**src/rtl/ex_hazard_ctrl_pkg.sv**
```systemverilog
// rtl/ex_hazard_ctrl_pkg.sv - shared constants and types for EX hazard control
package ex_hazard_ctrl_pkg;

  // Default register index width.
  localparam int REG_INDEX_W = 5;

  // One-hot forwarding select: width and bit positions.
  localparam int SEL_W      = 4;
  localparam int SEL_ID2EX  = 0;
  localparam int SEL_EX2MEM = 1;
  localparam int SEL_MEM2WB = 2;
  localparam int SEL_LOP    = 3;

  // Stall cause codes, listed from highest to lowest priority after NONE.
  typedef enum logic [1:0] {
    CAUSE_NONE     = 2'd0,
    CAUSE_LOAD_USE = 2'd1,
    CAUSE_BUSY     = 2'd2,
    CAUSE_LOP_FULL = 2'd3
  } stall_cause_e;

endpackage

```
**src/rtl/ex_fwd_sel.sv**
```systemverilog
// rtl/ex_fwd_sel.sv - one-hot forwarding select for a single EX source operand
module ex_fwd_sel
  import ex_hazard_ctrl_pkg::*;
#(
  parameter int REG_IDX_W = REG_INDEX_W
) (
  input  logic                 used,
  input  logic [REG_IDX_W-1:0] rs_index,
  input  logic                 ex2mem_valid,
  input  logic [REG_IDX_W-1:0] ex2mem_rd_index,
  input  logic                 mem2wb_valid,
  input  logic [REG_IDX_W-1:0] mem2wb_rd_index,
  input  logic                 lop_done,
  input  logic [REG_IDX_W-1:0] lop_rd_index,
  output logic [SEL_W-1:0]     sel
);

  // Youngest producer wins; r0 and unread operands always take the ID/EX value.
  always_comb begin
    sel = '0;
    if (!used || (rs_index == '0)) begin
      sel[SEL_ID2EX] = 1'b1;
    end else if (ex2mem_valid && (ex2mem_rd_index == rs_index)) begin
      sel[SEL_EX2MEM] = 1'b1;
    end else if (mem2wb_valid && (mem2wb_rd_index == rs_index)) begin
      sel[SEL_MEM2WB] = 1'b1;
    end else if (lop_done && (lop_rd_index == rs_index)) begin
      sel[SEL_LOP] = 1'b1;
    end else begin
      sel[SEL_ID2EX] = 1'b1;
    end
  end

endmodule

```
**src/rtl/ex_hazard_ctrl.sv**
```systemverilog
// rtl/ex_hazard_ctrl.sv - EX forwarding, long-op scoreboard, stall and watchdog (optional EX_HAZARD_PERF_EN)
module ex_hazard_ctrl
  import ex_hazard_ctrl_pkg::*;
#(
  parameter int REG_IDX_W     = REG_INDEX_W,
  parameter int NUM_REGS      = 32,
  parameter int NUM_SRC       = 2,
  parameter int MAX_LOP       = 4,
  parameter int STALL_TIMEOUT = 255
) (
  input  logic                           clk,
  input  logic                           rst_n,
  input  logic                           id2ex_valid_i,
  input  logic [NUM_SRC*REG_IDX_W-1:0]   id2ex_rs_index_i,
  input  logic [NUM_SRC-1:0]             id2ex_rs_used_i,
  input  logic [REG_IDX_W-1:0]           id2ex_rd_index_i,
  input  logic                           id2ex_long_i,
  input  logic                           ex_fire_i,
  input  logic                           ex2mem_valid_i,
  input  logic [REG_IDX_W-1:0]           ex2mem_rd_index_i,
  input  logic                           ex2mem_is_load_i,
  input  logic                           mem2wb_valid_i,
  input  logic [REG_IDX_W-1:0]           mem2wb_rd_index_i,
  input  logic                           lop_done_i,
  input  logic [REG_IDX_W-1:0]           lop_rd_index_i,
  output logic [NUM_SRC*SEL_W-1:0]       ex_src_sel_o,
  output logic                           ex_stall_o,
  output logic [1:0]                     ex_stall_cause_o,
  output logic [NUM_REGS-1:0]            sb_busy_o,
  output logic                           lop_full_o,
  output logic                           hazard_timeout_o
`ifdef EX_HAZARD_PERF_EN
  ,
  output logic [31:0]                    perf_loaduse_o,
  output logic [31:0]                    perf_busy_o,
  output logic [31:0]                    perf_full_o,
  output logic [31:0]                    perf_fwd_o
`endif
);

  localparam int CNT_W = $clog2(MAX_LOP + 1);
  localparam logic [CNT_W-1:0] MAX_CNT = CNT_W'(MAX_LOP);
  localparam int SC_W = ($clog2(STALL_TIMEOUT + 1) > 8) ? $clog2(STALL_TIMEOUT + 1) : 8;
  localparam logic [SC_W-1:0] SC_MAX    = '1;
  localparam logic [SC_W-1:0] SC_TIMEOUT = SC_W'(STALL_TIMEOUT);

  logic [NUM_REGS-1:0] busy_q;
  logic [NUM_REGS-1:0] busy_next;
  logic [NUM_REGS-1:0] set_mask;
  logic [NUM_REGS-1:0] clr_mask;
  logic [CNT_W-1:0]    lop_cnt;
  logic [SC_W-1:0]     stall_cnt;
  logic [SC_W-1:0]     stall_cnt_next;
  logic [NUM_SRC-1:0]  op_load_use;
  logic [NUM_SRC-1:0]  op_raw_busy;
  logic                waw_busy;
  logic                full_hit;
  logic                issue;
  logic                done;
  stall_cause_e        cause;

  // Per-operand forwarding select plus the operand's load-use and RAW hazard terms.
  for (genvar k = 0; k < NUM_SRC; k++) begin : g_src
    logic [REG_IDX_W-1:0] rs;
    logic                 live;

    assign rs   = id2ex_rs_index_i[k*REG_IDX_W +: REG_IDX_W];
    assign live = id2ex_rs_used_i[k] && (rs != '0);

    assign op_load_use[k] = live && ex2mem_valid_i && ex2mem_is_load_i &&
                            (ex2mem_rd_index_i == rs);
    // A result arriving this cycle on the LOP path is forwarded, so no stall.
    assign op_raw_busy[k] = live && busy_q[rs] &&
                            !(lop_done_i && (lop_rd_index_i == rs));

    ex_fwd_sel #(
      .REG_IDX_W(REG_IDX_W)
    ) u_fwd_sel (
      .used            (id2ex_rs_used_i[k]),
      .rs_index        (rs),
      .ex2mem_valid    (ex2mem_valid_i),
      .ex2mem_rd_index (ex2mem_rd_index_i),
      .mem2wb_valid    (mem2wb_valid_i),
      .mem2wb_rd_index (mem2wb_rd_index_i),
      .lop_done        (lop_done_i),
      .lop_rd_index    (lop_rd_index_i),
      .sel             (ex_src_sel_o[k*SEL_W +: SEL_W])
    );
  end

  assign waw_busy = (id2ex_rd_index_i != '0) && busy_q[id2ex_rd_index_i] &&
                    !(lop_done_i && (lop_rd_index_i == id2ex_rd_index_i));
  assign full_hit = id2ex_long_i && (lop_cnt == MAX_CNT) && !lop_done_i;

  // Stall cause with priority load-use > busy > full, only for a valid EX instruction.
  always_comb begin
    cause = CAUSE_NONE;
    if (id2ex_valid_i) begin
      if (|op_load_use) begin
        cause = CAUSE_LOAD_USE;
      end else if ((|op_raw_busy) || waw_busy) begin
        cause = CAUSE_BUSY;
      end else if (full_hit) begin
        cause = CAUSE_LOP_FULL;
      end
    end
  end

  assign ex_stall_o       = (cause != CAUSE_NONE);
  assign ex_stall_cause_o = cause;
  assign sb_busy_o        = busy_q;
  assign lop_full_o       = (lop_cnt == MAX_CNT);

  assign issue = id2ex_valid_i && ex_fire_i && id2ex_long_i && !ex_stall_o;
  // A completion with nothing outstanding is bookkeeping noise and is dropped.
  assign done  = lop_done_i && (lop_cnt != '0);

  // Next busy vector: completions clear, issues set, set wins on the same index.
  always_comb begin
    set_mask = '0;
    clr_mask = '0;
    if (issue && (id2ex_rd_index_i != '0)) begin
      set_mask[id2ex_rd_index_i] = 1'b1;
    end
    if (done) begin
      clr_mask[lop_rd_index_i] = 1'b1;
    end
    busy_next    = (busy_q & ~clr_mask) | set_mask;
    busy_next[0] = 1'b0;
  end

  // Scoreboard state: busy bits and outstanding long-op count.
  always_ff @(posedge clk or negedge rst_n) begin
    if (!rst_n) begin
      busy_q  <= '0;
      lop_cnt <= '0;
    end else begin
      busy_q <= busy_next;
      if (issue && !done) begin
        lop_cnt <= lop_cnt + CNT_W'(1);
      end else if (!issue && done) begin
        lop_cnt <= lop_cnt - CNT_W'(1);
      end
    end
  end

  // Saturating count of consecutive stall cycles.
  always_comb begin
    stall_cnt_next = '0;
    if (ex_stall_o) begin
      stall_cnt_next = (stall_cnt == SC_MAX) ? stall_cnt : stall_cnt + SC_W'(1);
    end
  end

  // Watchdog: flag sets once the stall run reaches the timeout and is sticky.
  always_ff @(posedge clk or negedge rst_n) begin
    if (!rst_n) begin
      stall_cnt        <= '0;
      hazard_timeout_o <= 1'b0;
    end else begin
      stall_cnt <= stall_cnt_next;
      if (ex_stall_o && (stall_cnt_next >= SC_TIMEOUT)) begin
        hazard_timeout_o <= 1'b1;
      end
    end
  end

  a_done_underflow: assert property (@(posedge clk) disable iff (!rst_n)
    lop_done_i |-> (lop_cnt != '0));

`ifdef EX_HAZARD_PERF_EN
  logic [NUM_SRC-1:0] op_fwd;

  for (genvar k = 0; k < NUM_SRC; k++) begin : g_perf
    assign op_fwd[k] = !ex_src_sel_o[k*SEL_W + SEL_ID2EX];
  end

  // Per-cause stall cycle and forwarding-activity counters, saturating at all-ones.
  always_ff @(posedge clk or negedge rst_n) begin
    if (!rst_n) begin
      perf_loaduse_o <= '0;
      perf_busy_o    <= '0;
      perf_full_o    <= '0;
      perf_fwd_o     <= '0;
    end else begin
      if ((cause == CAUSE_LOAD_USE) && (perf_loaduse_o != '1)) begin
        perf_loaduse_o <= perf_loaduse_o + 32'd1;
      end
      if ((cause == CAUSE_BUSY) && (perf_busy_o != '1)) begin
        perf_busy_o <= perf_busy_o + 32'd1;
      end
      if ((cause == CAUSE_LOP_FULL) && (perf_full_o != '1)) begin
        perf_full_o <= perf_full_o + 32'd1;
      end
      if ((|op_fwd) && (perf_fwd_o != '1)) begin
        perf_fwd_o <= perf_fwd_o + 32'd1;
      end
    end
  end
`endif

endmodule

```
**config.mk**
```make
export PLATFORM = sky130hd
export DESIGN_NAME = ex_hazard_ctrl
export DESIGN_NICKNAME = d
export VERILOG_FILES = /design/src/rtl/ex_hazard_ctrl_pkg.sv /design/src/rtl/ex_fwd_sel.sv /design/src/rtl/ex_hazard_ctrl.sv
export SDC_FILE = /design/constraint.sdc
export NUM_CORES = 1
export LEC_CHECK = 0
export ABC_AREA = 1
export BUFFER_PORTS_ARGS = -buffer_cell sky130_fd_sc_hd__buf_2
export CAP_MARGIN = 20
export CORE_MARGIN = 10
export CORE_UTILIZATION = 50
export CTS_CLUSTER_DIAMETER = 200
export DETAILED_ROUTE_END_ITERATION = 6
export PLACE_DENSITY = 0.84
export SETUP_SLACK_MARGIN = 0.2
export SYNTH_ARGS = -nofsm -noshare
export SYNTH_HDL_FRONTEND = slang
export SYNTH_SLANG_ARGS = --single-unit
```
**constraint.sdc**
```tcl
create_clock -name clk -period 2.4 [get_ports clk]
set_input_delay 0.48 -clock clk [delete_from_list [all_inputs] [get_ports clk]]
set_output_delay 0.48 -clock clk [all_outputs]
set_load 0.02 [all_outputs]
```
# Word-level counts from Yosys, hierarchy flattened
# Index checks and enable logic that the tools add are counted.
dict set report totals {
  ff_bits 43
  in_bits 41
  output_inout_bits 45
  elab_cells 121
}
dict set report classes {
  n_addsub 3
  order_cmp 7
  n_eq_ne 9
  muxes 40
  bitwise 3
  n_reduce_logical 55
}
# op count
set ops {}
lappend ops {{32-bit 2-to-1 mux} 2}
lappend ops {{5-bit == test} 7}
lappend ops {{1-bit logical AND} 33}
lappend ops {{32-bit AND} 1}
lappend ops {{32-bit NOT} 1}
lappend ops {{32-bit bitwise OR} 1}
lappend ops {{5-bit by 6-bit less-than comparator with 1-bit output, second input constant} 4}
lappend ops {{1-bit 2-to-1 mux} 21}
lappend ops {{8-bit 2-to-1 mux} 2}
lappend ops {{1-bit binary-select mux with 5-bit select} 3}
lappend ops {{5-bit nonzero test} 3}
lappend ops {{2-bit 2-to-1 mux} 6}
lappend ops {{3-bit 2-to-1 mux} 4}
lappend ops {{1-bit demux with 5-bit select} 2}
lappend ops {{5-bit by 1-bit greater-or-equal comparator with 1-bit output, second input constant} 2}
lappend ops {{5-bit zero test} 2}
lappend ops {{1-bit zero test} 9}
lappend ops {{8-bit by 1-bit adder with 8-bit output, second input constant} 1}
lappend ops {{8-bit == test, second input constant} 1}
lappend ops {{8-bit greater-or-equal comparator, second input constant} 1}
lappend ops {{2-bit nonzero test} 2}
lappend ops {{2-bit OR reduction} 2}
lappend ops {{3-bit by 1-bit adder with 3-bit output, second input constant} 1}
lappend ops {{3-bit == test, second input constant} 1}
lappend ops {{3 further kinds} 5}

# Logic depth before layout (Yosys ltp)
# Gate-level depths: netlist (run 1).
dict set report logic_depth {
  depth_word 16
  ltp_mapped 22
  depth_no_buf 21
}

# Modules after synthesis
# Synthesis (run 1) repeated with hierarchy kept, for this count alone.
dict set report hier_totals {
  hier_cells 745
  area_unflattened_um2 4453.0
}
# mod instances cells_per_inst area_per_inst_um2 seq_area_each_um2
set modules_own_cells {}
lappend modules_own_cells {ex_hazard_ctrl 1 565 3717.3 1076.0}
lappend modules_own_cells {ex_fwd_sel 2 90 367.9 0.0}

# Least setup slack after synthesis (run 1)
# No wires, ideal clock.
dict set report synth_path {
  path_type {in2reg}
  startpoint {input port id2ex_rs_index_i[7]}
  endpoint {register lop_cnt[1]}
  setup_time_ps 125
  arrival_ps 2983
  required_ps 2275
  setup_slack_ps -708
  stages 15
  n_path_buf 1
  path_cell_list {buf_2 > inv_1 > nand2_1 > a21oi_1 > nand4_1 > nor2_1 > o21ai_0 > nand2_1 > nand2_2 > nand2_1 > nor2_1 > ha_1 > inv_1 > fa_1 > mux2_2}
}
dict set report synth_via {
  elab_chain_len 15
  word_cells_on_any_way 27
  cone_classes {2 x eq/ne; 6 x mux; 19 x reduce/logical}
}
# item line
set synth_lines {}
lappend synth_lines {{start: declaration} ex_hazard_ctrl.sv:14} ;# input logic [NUM_SRC*REG_IDX_W-1:0] id2ex_rs_index_i,
lappend synth_lines {{1-bit binary-select mux with 5-bit select (tied with other cells)} ex_hazard_ctrl.sv:73} ;# assign op_raw_busy[k] = live && busy_q[rs] &&
lappend synth_lines {{1-bit 2-to-1 mux (implied by the code) (tied with other cells)} ex_hazard_ctrl.sv:73}
lappend synth_lines {{1-bit logical AND / 1-bit zero test (equally long branches)} {ex_hazard_ctrl.sv:73, ex_hazard_ctrl.sv:74}}
lappend synth_lines {{1-bit logical AND} ex_hazard_ctrl.sv:73}
lappend synth_lines {{2-bit OR reduction} ex_hazard_ctrl.sv:101} ;# end else if ((|op_raw_busy) || waw_busy) begin
lappend synth_lines {{1-bit logical OR} ex_hazard_ctrl.sv:101}
lappend synth_lines {{2-bit 2-to-1 mux} ex_hazard_ctrl.sv:101}
lappend synth_lines {{2-bit 2-to-1 mux *} ex_hazard_ctrl.sv:99} ;# if (|op_load_use) begin
lappend synth_lines {{2-bit 2-to-1 mux *} ex_hazard_ctrl.sv:98} ;# if (id2ex_valid_i) begin
lappend synth_lines {{2-bit nonzero test *} ex_hazard_ctrl.sv:109} ;# assign ex_stall_o = (cause != CAUSE_NONE);
lappend synth_lines {{net ex_stall_o} ex_hazard_ctrl.sv:27} ;# output logic ex_stall_o,
lappend synth_lines {{1-bit zero test *} ex_hazard_ctrl.sv:114} ;# assign issue = id2ex_valid_i && ex_fire_i && id2ex_long_i && !ex_stall_o;
lappend synth_lines {{1-bit logical AND *} ex_hazard_ctrl.sv:114}
lappend synth_lines {{1-bit zero test} ex_hazard_ctrl.sv:141} ;# end else if (!issue && done) begin
lappend synth_lines {{1-bit logical AND} ex_hazard_ctrl.sv:141}
lappend synth_lines {{2-bit nonzero test (no line)} --}
lappend synth_lines {{end signal: assignment} ex_hazard_ctrl.sv:140} ;# lop_cnt <= lop_cnt + CNT_W'(1);
lappend synth_lines {{end signal: assignment} ex_hazard_ctrl.sv:142} ;# lop_cnt <= lop_cnt - CNT_W'(1);
lappend synth_lines {{end: declaration} ex_hazard_ctrl.sv:51} ;# logic [CNT_W-1:0] lop_cnt;
# Mark *: on every way through the listed nets, which the timed path passes. The rest lies on a longest branch. The select of a mux whose other input is x is not followed.
# A chain may end at the register's enable or synchronous reset.

# Final worst setup path (run 1)
dict set report layout_path {
  startpoint {register busy_q[16] (netlist: sb_busy_o[16])}
  endpoint {register lop_cnt[2]}
}
dict set report layout_via {
  elab_chain_len 15
  word_cells_on_any_way 25
  cone_classes {10 x mux; 15 x reduce/logical}
}
# item line
set layout_lines {}
lappend layout_lines {{start: declaration} ex_hazard_ctrl.sv:47} ;# logic [NUM_REGS-1:0] busy_q;
lappend layout_lines {{start signal: assignment} ex_hazard_ctrl.sv:138} ;# busy_q <= busy_next;
lappend layout_lines {{1-bit binary-select mux with 5-bit select} ex_hazard_ctrl.sv:73}
lappend layout_lines {{1-bit 2-to-1 mux (implied by the code)} ex_hazard_ctrl.sv:73}
lappend layout_lines {{1-bit logical AND (2 in a row)} ex_hazard_ctrl.sv:73}
lappend layout_lines {{2-bit OR reduction} ex_hazard_ctrl.sv:101}
lappend layout_lines {{1-bit logical OR *} ex_hazard_ctrl.sv:101}
lappend layout_lines {{2-bit 2-to-1 mux *} ex_hazard_ctrl.sv:101}
lappend layout_lines {{2-bit 2-to-1 mux *} ex_hazard_ctrl.sv:99}
lappend layout_lines {{2-bit 2-to-1 mux *} ex_hazard_ctrl.sv:98}
lappend layout_lines {{2-bit nonzero test *} ex_hazard_ctrl.sv:109}
lappend layout_lines {{1-bit zero test *} ex_hazard_ctrl.sv:114}
lappend layout_lines {{1-bit logical AND *} ex_hazard_ctrl.sv:114}
lappend layout_lines {{1-bit zero test} ex_hazard_ctrl.sv:141}
lappend layout_lines {{1-bit logical AND} ex_hazard_ctrl.sv:141}
lappend layout_lines {{2-bit nonzero test (no line)} --}
# Mark *: on every way between the ends. The rest lies on a longest branch, timed or not. The select of a mux whose other input is x is not followed.

==> results.md, run 1 <==
* Post-DRT Antenna Nets at 0
* Avg Cell Area, Syn at ~6.5 um2
* Final WL at about 18 mm
* Startpoint types: register
* Final Wtd Congestion at roughly 1.1
* Setup WS post-layout at -218 ps
* Largest family of logic cells by synthesized area: simple AND/OR/NAND/NOR gates
* Min Tclk post-route at ~2600 ps
* Main synth FF type: dfrtp_1
* Initial Util at 51.2%
* Hold WS at about 130 ps
* Failing checks: negative setup slack
* Wirelength per Cell at 19.5 um
* GRT overflow at 0
* Post-synthesis mux area share at less than 1%
* Die Area at ~12000 um2
* Initial antenna violation count at 0
* Crit path capture type: register
* Largest net degree at the start of global routing at 25
* Total global-route track usage at around 29%
* Area growth syn-to-layout at 56.6%
* Area of the core at just under 8000 um2
* Clock Latency Late Sink at approximately 300 ps
* Pwr dens at roughly 700 nW/um2
* Critical path buffers and inverters at 2
* Status: finished with violations
* Synthesized flop and latch total at 43
* Xor and xnor area share after synthesis at 3.11%
* Max Fanout on Critical Path at 3
* Relative slew slack at between 50% and 60%
* Crit-path cells: inv_1 > o21ai_1 > nand2_1 > nand2_1 > nand2_1 > nand2_1 > nor2_1 > nand2_1 > nand2_2 > nand4_1 > nand2_2 > nand2_4 > nor2_4 > ha_4 > inv_4 > fa_2 > a21oi_2 > o21ai_1 > xor2_1
* RSZ-0062 raised after global routing: true
* Synth warnings at 0
* Final count of pins violating max slew at 0
* Global-route wire length before repair at 27.0 mm
* Hold Fails Final Rpt at 0
* Non-filler instance count after layout at between 900 and 1000
* Final setup fails at 6
* DRT iter0 DRCs at between 500 and 600
* Final HPWL DP at 12.5 mm
* Cells after synthesis at approximately 600
* CTS Sinks at 43
* TritonCTS clock tree: done
* Most common cell after layout, fill and taps aside: nand2_1
* Arr. time, crit path at about 2800 ps
* Crit Path Class: register to register
* Commonest non-fill, non-tap cells in the layout: nand2_1 (170), buf_4 (117), buf_2 (67)
* DRC errors left at 0
* Num CTS Buffers at 5
* Simple-gate share of the synthesized area at 34.5%
* Routed via count at between 5000 and 6000
* Final period utilization at 109%
* Synth unique cells at 35
* VDD IR max at approximately 0.66 mV
* Post-synth design cell area at approximately 3900 um2
* Layout cell share with drive strength beyond 1 at approximately 43%
* Cell Rows at 32
* Diode count at 0
* # H-tree levels at 2
* DR vias/cell at roughly 5.9
* I/O pin count at 86
* Asr flop ratio synth at 100%
* Synth Area in Adders at 1.14%
* Hold/Removal Path Class: input port to asynchronous set/reset pin
* Clock Tree Buf Depth at 2
* I/O Buffers at 84
* Die width at approximately 110 um
* Synth Area in Compound Gates at a little over a fifth
* Register area share after synthesis at roughly 27%
* CP peak stage delay at ~430 ps
* # fillers at 510
* Leak at ~3.1 nW
* CP max stage cell: dfrtp_1
* Most frequent CP cell: nand2_1
* Number of flops mapped to enable cells by yosys at 0
* Worst EP required at 2570 ps
* Post-Syn Nets at 652
* DR pass1 iterations at 5
* Cell family with most CP delay: simple AND/OR/NAND/NOR gates
* Die Ht at 109 um
* Placed cell count at just under 900
* Fmax at ~0.38 GHz
* Actual slew at the worst max-slew pin at about 660 ps
* Clock Tree Root: clkbuf_8
* Nets at between 800 and 900
* CTS clock-pin slew for the worst setup and hold paths at 90 ps
* Number of global-route vias before repair at around 5300
* Clock skew at 11.8 ps
* Final core utilization at between 80 and 90%
* Max Cap Viol at 0
## synthesized netlist by cell type, drive strengths merged (3+ instances only)
cell type  number  share of area (%)
nand2         187                 18
inv            80                7.6
nand3          57                7.2
dfrtp          43                 27
a21oi          42                5.3
nor2           40                3.9
o21bai         31                9.3
buf            25                3.8
nor3           25                3.2
o21ai          24                3.0
nand4           9                1.8
o211ai          8                1.5
xor2            8                1.8
o22ai           7                1.1
xnor2           6                1.3
a221oi          3               0.67
## routing by layer
metal  share of wire, %  vias up  global-route usage, %
li1                   -     2400                      -
met1                 36     2517                   33.5
met2                 48      370                   48.8
met3                 11       95                   5.96
met4                5.0        0                   13.6
met5                  0        -                      0
## cells by family after synthesis
group,after synthesis
AND/OR/NAND/NOR,320
AO/OA/AOI/OAI,119
buffers and inverters,106
XOR/XNOR,14
flip-flops,43
other,1
adder cells (fa/ha/maj),3
multiplexers,2
## layout make-up
cell class | instances | area [um2] | share of cell area [%]
flip-flops and latches | 43 | 1080 | 17.5
well taps | 102 | 128 | 2.07
repair buffers | 222 | 1810 | 29.3
clock inverters | 2 | 60.1 | 0.973
inverters | 80 | 337 | 5.46
repair inverters | 1 | 3.75 | 0.0608
clock buffers | 6 | 72.6 | 1.18
multi-input cells | 459 | 2680 | 43.5
## stage by stage
stage | setup slack, ps | TNS [ps] | total power [mW] | cell area (um2)
after global placement | -503 | -2790 | 3.30 | 5430
final | -218 | -890 | 4.30 | 6170
after floorplan | -319 | -538 | 2.34 | 4090
after CTS | -129 | -495 | 4.14 | 5860
after detailed placement | -552 | -3570 | 3.36 | 5430
after global routing | -367 | -1520 | 4.53 | 6170
## repair_timing
item	CTS	global route
buffers inserted	6	7
cloned	2	2
pin swaps	32	28
endpoints found under the setup margin	12	43
hold buffers	0	0
gates resized for setup	54	71
## where the power goes
part | leakage (nW) | internal (mW) | switching (mW)
sequential | 0.509 | 0.948 | 0.226
clock | 0.0654 | 0.416 | 0.265
combinational | 2.56 | 1.12 | 1.32
total | 3.13 | 2.49 | 1.81
## path summary, 6_finish.rpt
check	start	end	slack (ps)	depth (start not counted)
max	sb_busy_o[16]$_DFF_PN0_	lop_cnt[2]$_DFFE_PN0P_	-220	19
max reg2reg	sb_busy_o[16]$_DFF_PN0_	lop_cnt[2]$_DFFE_PN0P_	-220	19
min reg2reg	hazard_timeout_o$_DFFE_PN0P_	hazard_timeout_o$_DFFE_PN0P_	510	2
min	rst_n	sb_busy_o[26]$_DFF_PN0_	130	1
min in group clk	hazard_timeout_o$_DFFE_PN0P_	hazard_timeout_o$_DFFE_PN0P_	510	2
max in group asynchronous	rst_n	sb_busy_o[5]$_DFF_PN0_	1560	2
## registers in the layout (all words and copies together) (netlist names)
signal / cells
lop_cnt: 3
sb_busy_o: 31
stall_cnt: 8
hazard_timeout_o: 1
Power figures use the tool's default switching activity.
==> inputs of run 2 (changes only) <==
--- a/config.mk
+++ b/config.mk
@@ -9,10 +9,10 @@
 export BUFFER_PORTS_ARGS = -buffer_cell sky130_fd_sc_hd__buf_2
 export CAP_MARGIN = 20
 export CORE_MARGIN = 10
-export CORE_UTILIZATION = 50
+export CORE_UTILIZATION = 45
 export CTS_CLUSTER_DIAMETER = 200
 export DETAILED_ROUTE_END_ITERATION = 6
-export PLACE_DENSITY = 0.84
+export PLACE_DENSITY = 0.78
 export SETUP_SLACK_MARGIN = 0.2
 export SYNTH_ARGS = -nofsm -noshare
 export SYNTH_HDL_FRONTEND = slang
==> constraint.sdc (replaced) <==
create_clock -name clk -period 2.4 [get_ports clk]
set_input_delay 0.48 -clock clk [delete_from_list [all_inputs] [get_ports clk]]
set_output_delay 0.48 -clock clk [all_outputs]
set_load 0.1 [all_outputs]
==> results.md, run 2 (synthesis gave the netlist of run 1 again) <==
* Status: finished with violations
* Failing checks: negative setup slack
* CTS clock-pin slew for the worst setup and hold paths at 100 ps
* CP peak stage delay at between 400 and 500 ps
* DRC errors left at 0
* Final count of pins violating max slew at 0
* Hold Fails Final Rpt at 0
* Number of global-route vias before repair at between 5000 and 6000
* Final WL at 17.2 mm
* Diode count at 0
* Area growth syn-to-layout at 63.7%
* Wirelength per Cell at about 19 um
* VDD IR max at between 0.8 and 0.9 mV
* Flip-flop count of the largest register after layout at 31
* DR vias/cell at between 5 and 6
* Die Ht at 114 um
* Pre-CTS WS at -709 ps
* TritonCTS clock tree: done
* Actual slew at the worst max-slew pin at ~840 ps
* Largest net degree at the start of global routing at 37
* Max Fanout on Critical Path at 3
* Final HPWL DP at 12.5 mm
* Max Cap Viol at 0
* Clock Tree Root: clkbuf_8
* Clock Tree Buf Depth at 2
* Final setup fails at 6
* Final period utilization at 109%
* Global-route wire length before repair at 26.0 mm
* Num CTS Buffers at 5
* # H-tree levels at 2
* Setup WS post-layout at -223 ps
* Total global-route track usage at between 20% and 30%
* Startpoint types: register
* Worst EP required at about 1900 ps
* DP Area at ~5700 um2
* Setup TNS at -1110 ps
* Arr. time, crit path at between 2000 and 2500 ps
* Initial Util at approximately 46%
* GRT overflow at 0
* Commonest non-fill, non-tap cells in the layout: nand2_1 (173), buf_4 (112), buf_2 (63)
* Fmax at between 0.3 and 0.4 GHz
* CTS Sinks at 43
* Final Wtd Congestion at 0.989
* Layout cell share with drive strength beyond 1 at a little under half
* Cell Rows at 34
* Relative slew slack at ~44%
* Area of the core at about 8600 um2
* Die width at about 110 um
* Die Area at 12900 um2
* I/O pin count at 86
* CP max stage cell: dfrtp_4
* Nets at ~850
* Hold/Removal Path Class: input port to asynchronous set/reset pin
* Post-route cell area at 6450 um2
* I/O Buffers at 84
* Post-DRT Antenna Nets at 0
* Most frequent CP cell: nand3_1
* Pwr dens at just under 900 nW/um2
* Most common cell after layout, fill and taps aside: nand2_1
* DRT iter0 DRCs at ~520
* RSZ-0062 raised after global routing: true
* Worst R2R Setup Slack at -200 ps
* Crit-path cells: inv_1 > a21oi_1 > o21ai_0 > nand2_1 > nand3_1 > nand3_1 > nand3_2 > nand4_1 > nand2_4 > nand2_8 > buf_6 > buf_12
* Crit Path Class: register to primary output
* Crit path capture type: primary output
* Initial antenna violation count at 0
* Routed via count at between 5000 and 6000
* Leak at 3.11 nW
* Clock skew at between 10 and 15 ps
* Clock Latency Late Sink at approximately 330 ps
* DR pass1 iterations at 6
* Min Tclk post-route at between 2000 and 3000 ps
[run 2: cell count changes in the layout (fill, tap and decap cells not counted), sizes merged]
| cell | previous run | this run |
|---|---|---|
| bufinv | 2 | 1 |
| buf | 218 | 220 |
| inv | 79 | 78 |
| clkbuf | 9 | 7 |
| bufbuf | 1 | 0 |
| clkinv | 1 | 2 |
[run 2: final cells by class]
| class | count | area, um2 |
|---|---|---|
| well taps | 108 | 135 |
| inverters | 80 | 372 |
| clock inverters | 2 | 38.8 |
| flip-flops and latches | 43 | 1160 |
| clock buffers | 6 | 82.6 |
| repair buffers | 221 | 1860 |
| fillers | 664 | 2190 |
| multi-input cells | 459 | 2800 |
[run 2: final timing paths]
kind	start	cells past startpoint	end
min reg2reg	hazard_timeout_o$_DFFE_PN0P_	2	hazard_timeout_o$_DFFE_PN0P_
max in group asynchronous	rst_n	1	sb_busy_o[6]$_DFF_PN0_
min	rst_n	1	sb_busy_o[26]$_DFF_PN0_
max	sb_busy_o[3]$_DFF_PN0_	12	ex_stall_o
min in group clk	hazard_timeout_o$_DFFE_PN0P_	2	hazard_timeout_o$_DFFE_PN0P_
max reg2reg	sb_busy_o[3]$_DFF_PN0_	17	lop_cnt[2]$_DFFE_PN0P_
[run 2: what timing repair did]
| action | 4_1_cts | 5_1_grt |
|---|---|---|
| hold endpoints to repair | 0 | 0 |
| hold buffers | 0 | 0 |
| buffers inserted | 8 | 6 |
| pin swaps | 27 | 24 |
| setup endpoints to repair | 35 | 53 |
| cloned | 0 | 1 |
| gates resized for setup | 56 | 86 |
[run 2: critical path: cells and delay by family (launching register included)]
kind            cells  cell delay [ps]
simple gates        7              750
flops               1              490
buf+inv             3              410
compound gates      2              150
[run 2: report_power, final]
group | switching [mW] | internal, mW
clock | 0.298 | 0.343
combinational | 2.57 | 1.13
sequential | 0.257 | 1.03
[run 2: through the flow]
stage	utilization (%)	total power, mW	instances	hold slack, ps
6_report	74.7	5.63	919	252
5_1_grt	74.7	5.86	919	312
4_1_cts	70.1	5.44	912	289
3_5_place_dp	66.3	4.73	896	446
3_3_place_gp	66.3	4.66	896	441
2_1_floorplan	-	3.70	608	184
[run 2: metal layers]
metal	share of wire, %	vias up	track usage (%)
li1	-	2392	-
met1	40	2425	30.4
met2	49	293	41.8
met3	7.7	65	3.73
met4	4.0	0	10.7
met5	0	-	0
==> inputs of run 3 (changes only) <==
--- a/config.mk
+++ b/config.mk
@@ -12,7 +12,7 @@
 export CORE_UTILIZATION = 45
 export CTS_CLUSTER_DIAMETER = 200
 export DETAILED_ROUTE_END_ITERATION = 6
-export PLACE_DENSITY = 0.78
+export PLACE_DENSITY = 0.75
 export SETUP_SLACK_MARGIN = 0.2
 export SYNTH_ARGS = -nofsm -noshare
 export SYNTH_HDL_FRONTEND = slang
==> constraint.sdc (replaced) <==
create_clock -name clk -period 2.6 [get_ports clk]
set_input_delay 0.52 -clock clk [delete_from_list [all_inputs] [get_ports clk]]
set_output_delay 0.52 -clock clk [all_outputs]
set_load 0.1 [all_outputs]
==> results.md, run 3 (synthesis gave the netlist of run 1 again) <==
* Startpoint types: register
* Clock Tree Buf Depth at 2
* DRC errors left at 0
* Num CTS Buffers at 5
* Area growth syn-to-layout at 53.4%
* Leak at roughly 3 nW
* Post-CTS Hold Buffers at 0
* Setup WS post-layout at -11.0 ps
* Initial antenna violation count at 0
* I/O pin count at between 80 and 90
* Max Cap Viol at 0
* Hold WS at 367 ps
* Relative slew slack at between 30% and 40%
* Post-DRT Antenna Nets at 0
* Status: finished with violations
* Commonest non-fill, non-tap cells in the layout: nand2_1 (177), buf_4 (97), buf_2 (66)
* TritonCTS clock tree: done
* Global-route wire length before repair at about 25 mm
* DRT iter0 DRCs at ~430
* Most common cell after layout, fill and taps aside: nand2_1
* Hold/Removal Path Class: input port to asynchronous set/reset pin
* Critical R2R Launch: sb_busy_o[26]$_DFF_PN0_
* Arr. time, crit path at 2090 ps
* Clock skew at approximately 6.5 ps
* Final HPWL DP at approximately 12 mm
* # fillers at ~680
* Flip-flop count of the largest register after layout at 31
* Die Ht at about 110 um
* Clock Tree Root: clkbuf_8
* Diode count at 0
* Cell Rows at 34
* Pwr dens at 773 nW/um2
* GRT overflow at 0
* Nets at 830
* Max Fanout on Critical Path at 3
* VDD IR max at between 0.7 and 0.8 mV
* Crit Path Class: register to primary output
* CTS clock-pin slew for the worst setup and hold paths at about 80 ps
* CTS Sinks at between 40 and 50
* Failing checks: negative setup slack
* DR vias/cell at around 5.7
* Fmax at ~0.38 GHz
* Final period utilization at 100%
* Largest net degree at the start of global routing at 44
* Setup TNS at -28.2 ps
* Worst R2R Setup Slack at ~10 ps
* Placed cell count at slightly below 900
* Die width at 114 um
* Final Wtd Congestion at roughly 1.0
* Wirelength per Cell at roughly 18 um
* Worst EP required at roughly 2100 ps
* Area of the core at around 8600 um2
* Layout cell share with drive strength beyond 1 at 43.1%
* Non-filler instance count after layout at approximately 900
* CP Capture Point: ex_stall_o
* Final setup fails at 3
* I/O Buffers at 84
* Min Tclk post-route at roughly 2600 ps
* DP Area at between 5000 and 6000 um2
* Clock Latency Late Sink at ~300 ps
* Crit path capture type: primary output
* Die Area at between 10000 and 15000 um2
* Initial Util at a little under half
* Final WL at ~16 mm
* Actual slew at the worst max-slew pin at around 950 ps
* RSZ-0062 raised after global routing: true
* Total global-route track usage at between 20% and 30%
* FF-to-FF path depth at 16
* Final count of pins violating max slew at 0
* Hold Fails Final Rpt at 0
* Number of global-route vias before repair at 5161
* DR pass1 iterations at 5
* Launch point of the worst path: sb_busy_o[26]$_DFF_PN0_
* Routed via count at 5070
* Post-route cell area at between 6000 and 7000 um2
* # H-tree levels at 2
* Worst reg2reg path endpoint: lop_cnt[2]$_DFFE_PN0P_
* Final core utilization at between 60% and 70%
## run 3: through the flow
step	setup WS, ps	total power, mW
after global placement	-447	4.00
after global routing	-145	4.87
after floorplan	-610	3.34
final	-11.0	4.67
after CTS	36.2	4.61
after detailed placement	-597	4.05
## run 3: critical path, stage by stage (launching register included)
cell and delay, ps:
dfrtp_2 400, buf_4 150, o211ai_1 160, nand3_1 140
nand3_1 100, nand3_1 100, nand3_2 110, nand4_1 110
nand2_2 110, nand2_4 80, nand2_8 70, buf_6 100
buf_12 160
## run 3: layout make-up
cell class	count	area [um2]	area share [%]
Clock buffer	8	100	1.66
Inverter	80	328	5.43
Multi-Input combinational cell	459	2710	44.9
Sequential cell	43	1110	18.5
Tap cell	108	135	2.24
Timing Repair Buffer	197	1650	27.3
## run 3: repair_timing
item                       in CTS  in global routing
setup endpoints to repair      12                 13
setup buffers                  14                  3
cloned                          2                  0
resized for setup              58                 28
pin swaps                      38                 17
## run 3: layer usage
layer / vias up / routed length [um] / GRT usage, % / share of wire (%)
met4: 0 / 607 / 11.8 / 3.8
met3: 63 / 1360 / 4.15 / 8.6
met5: - / 0 / 0 / 0
met2: 287 / 7570 / 39.1 / 48
met1: 2373 / 6380 / 28.4 / 40
li1: 2347 / - / - / -
## run 3: where the power goes
part | leakage [nW] | total, mW | internal [mW] | switching, mW
Combinational | 2.44 | 3.09 | 0.808 | 2.28
Sequential | 0.482 | 1.11 | 0.905 | 0.203
Clock | 0.0515 | 0.472 | 0.243 | 0.229
Total | 2.97 | 4.67 | 1.96 | 2.71
## run 3: how the worst min path moves through the flow
stage / start / cells after the start / slack, ps / to
6_report: rst_n / 1 / 370 / sb_busy_o[18]$_DFF_PN0_
2_1_floorplan: rst_n / 0 / 220 / hazard_timeout_o$_DFFE_PN0P_
3_5_place_dp: hazard_timeout_o$_DFFE_PN0P_ / 2 / 460 / hazard_timeout_o$_DFFE_PN0P_
5_1_grt: rst_n / 1 / 440 / sb_busy_o[18]$_DFF_PN0_
4_1_cts: rst_n / 1 / 400 / sb_busy_o[27]$_DFF_PN0_
3_3_place_gp: hazard_timeout_o$_DFFE_PN0P_ / 2 / 440 / hazard_timeout_o$_DFFE_PN0P_
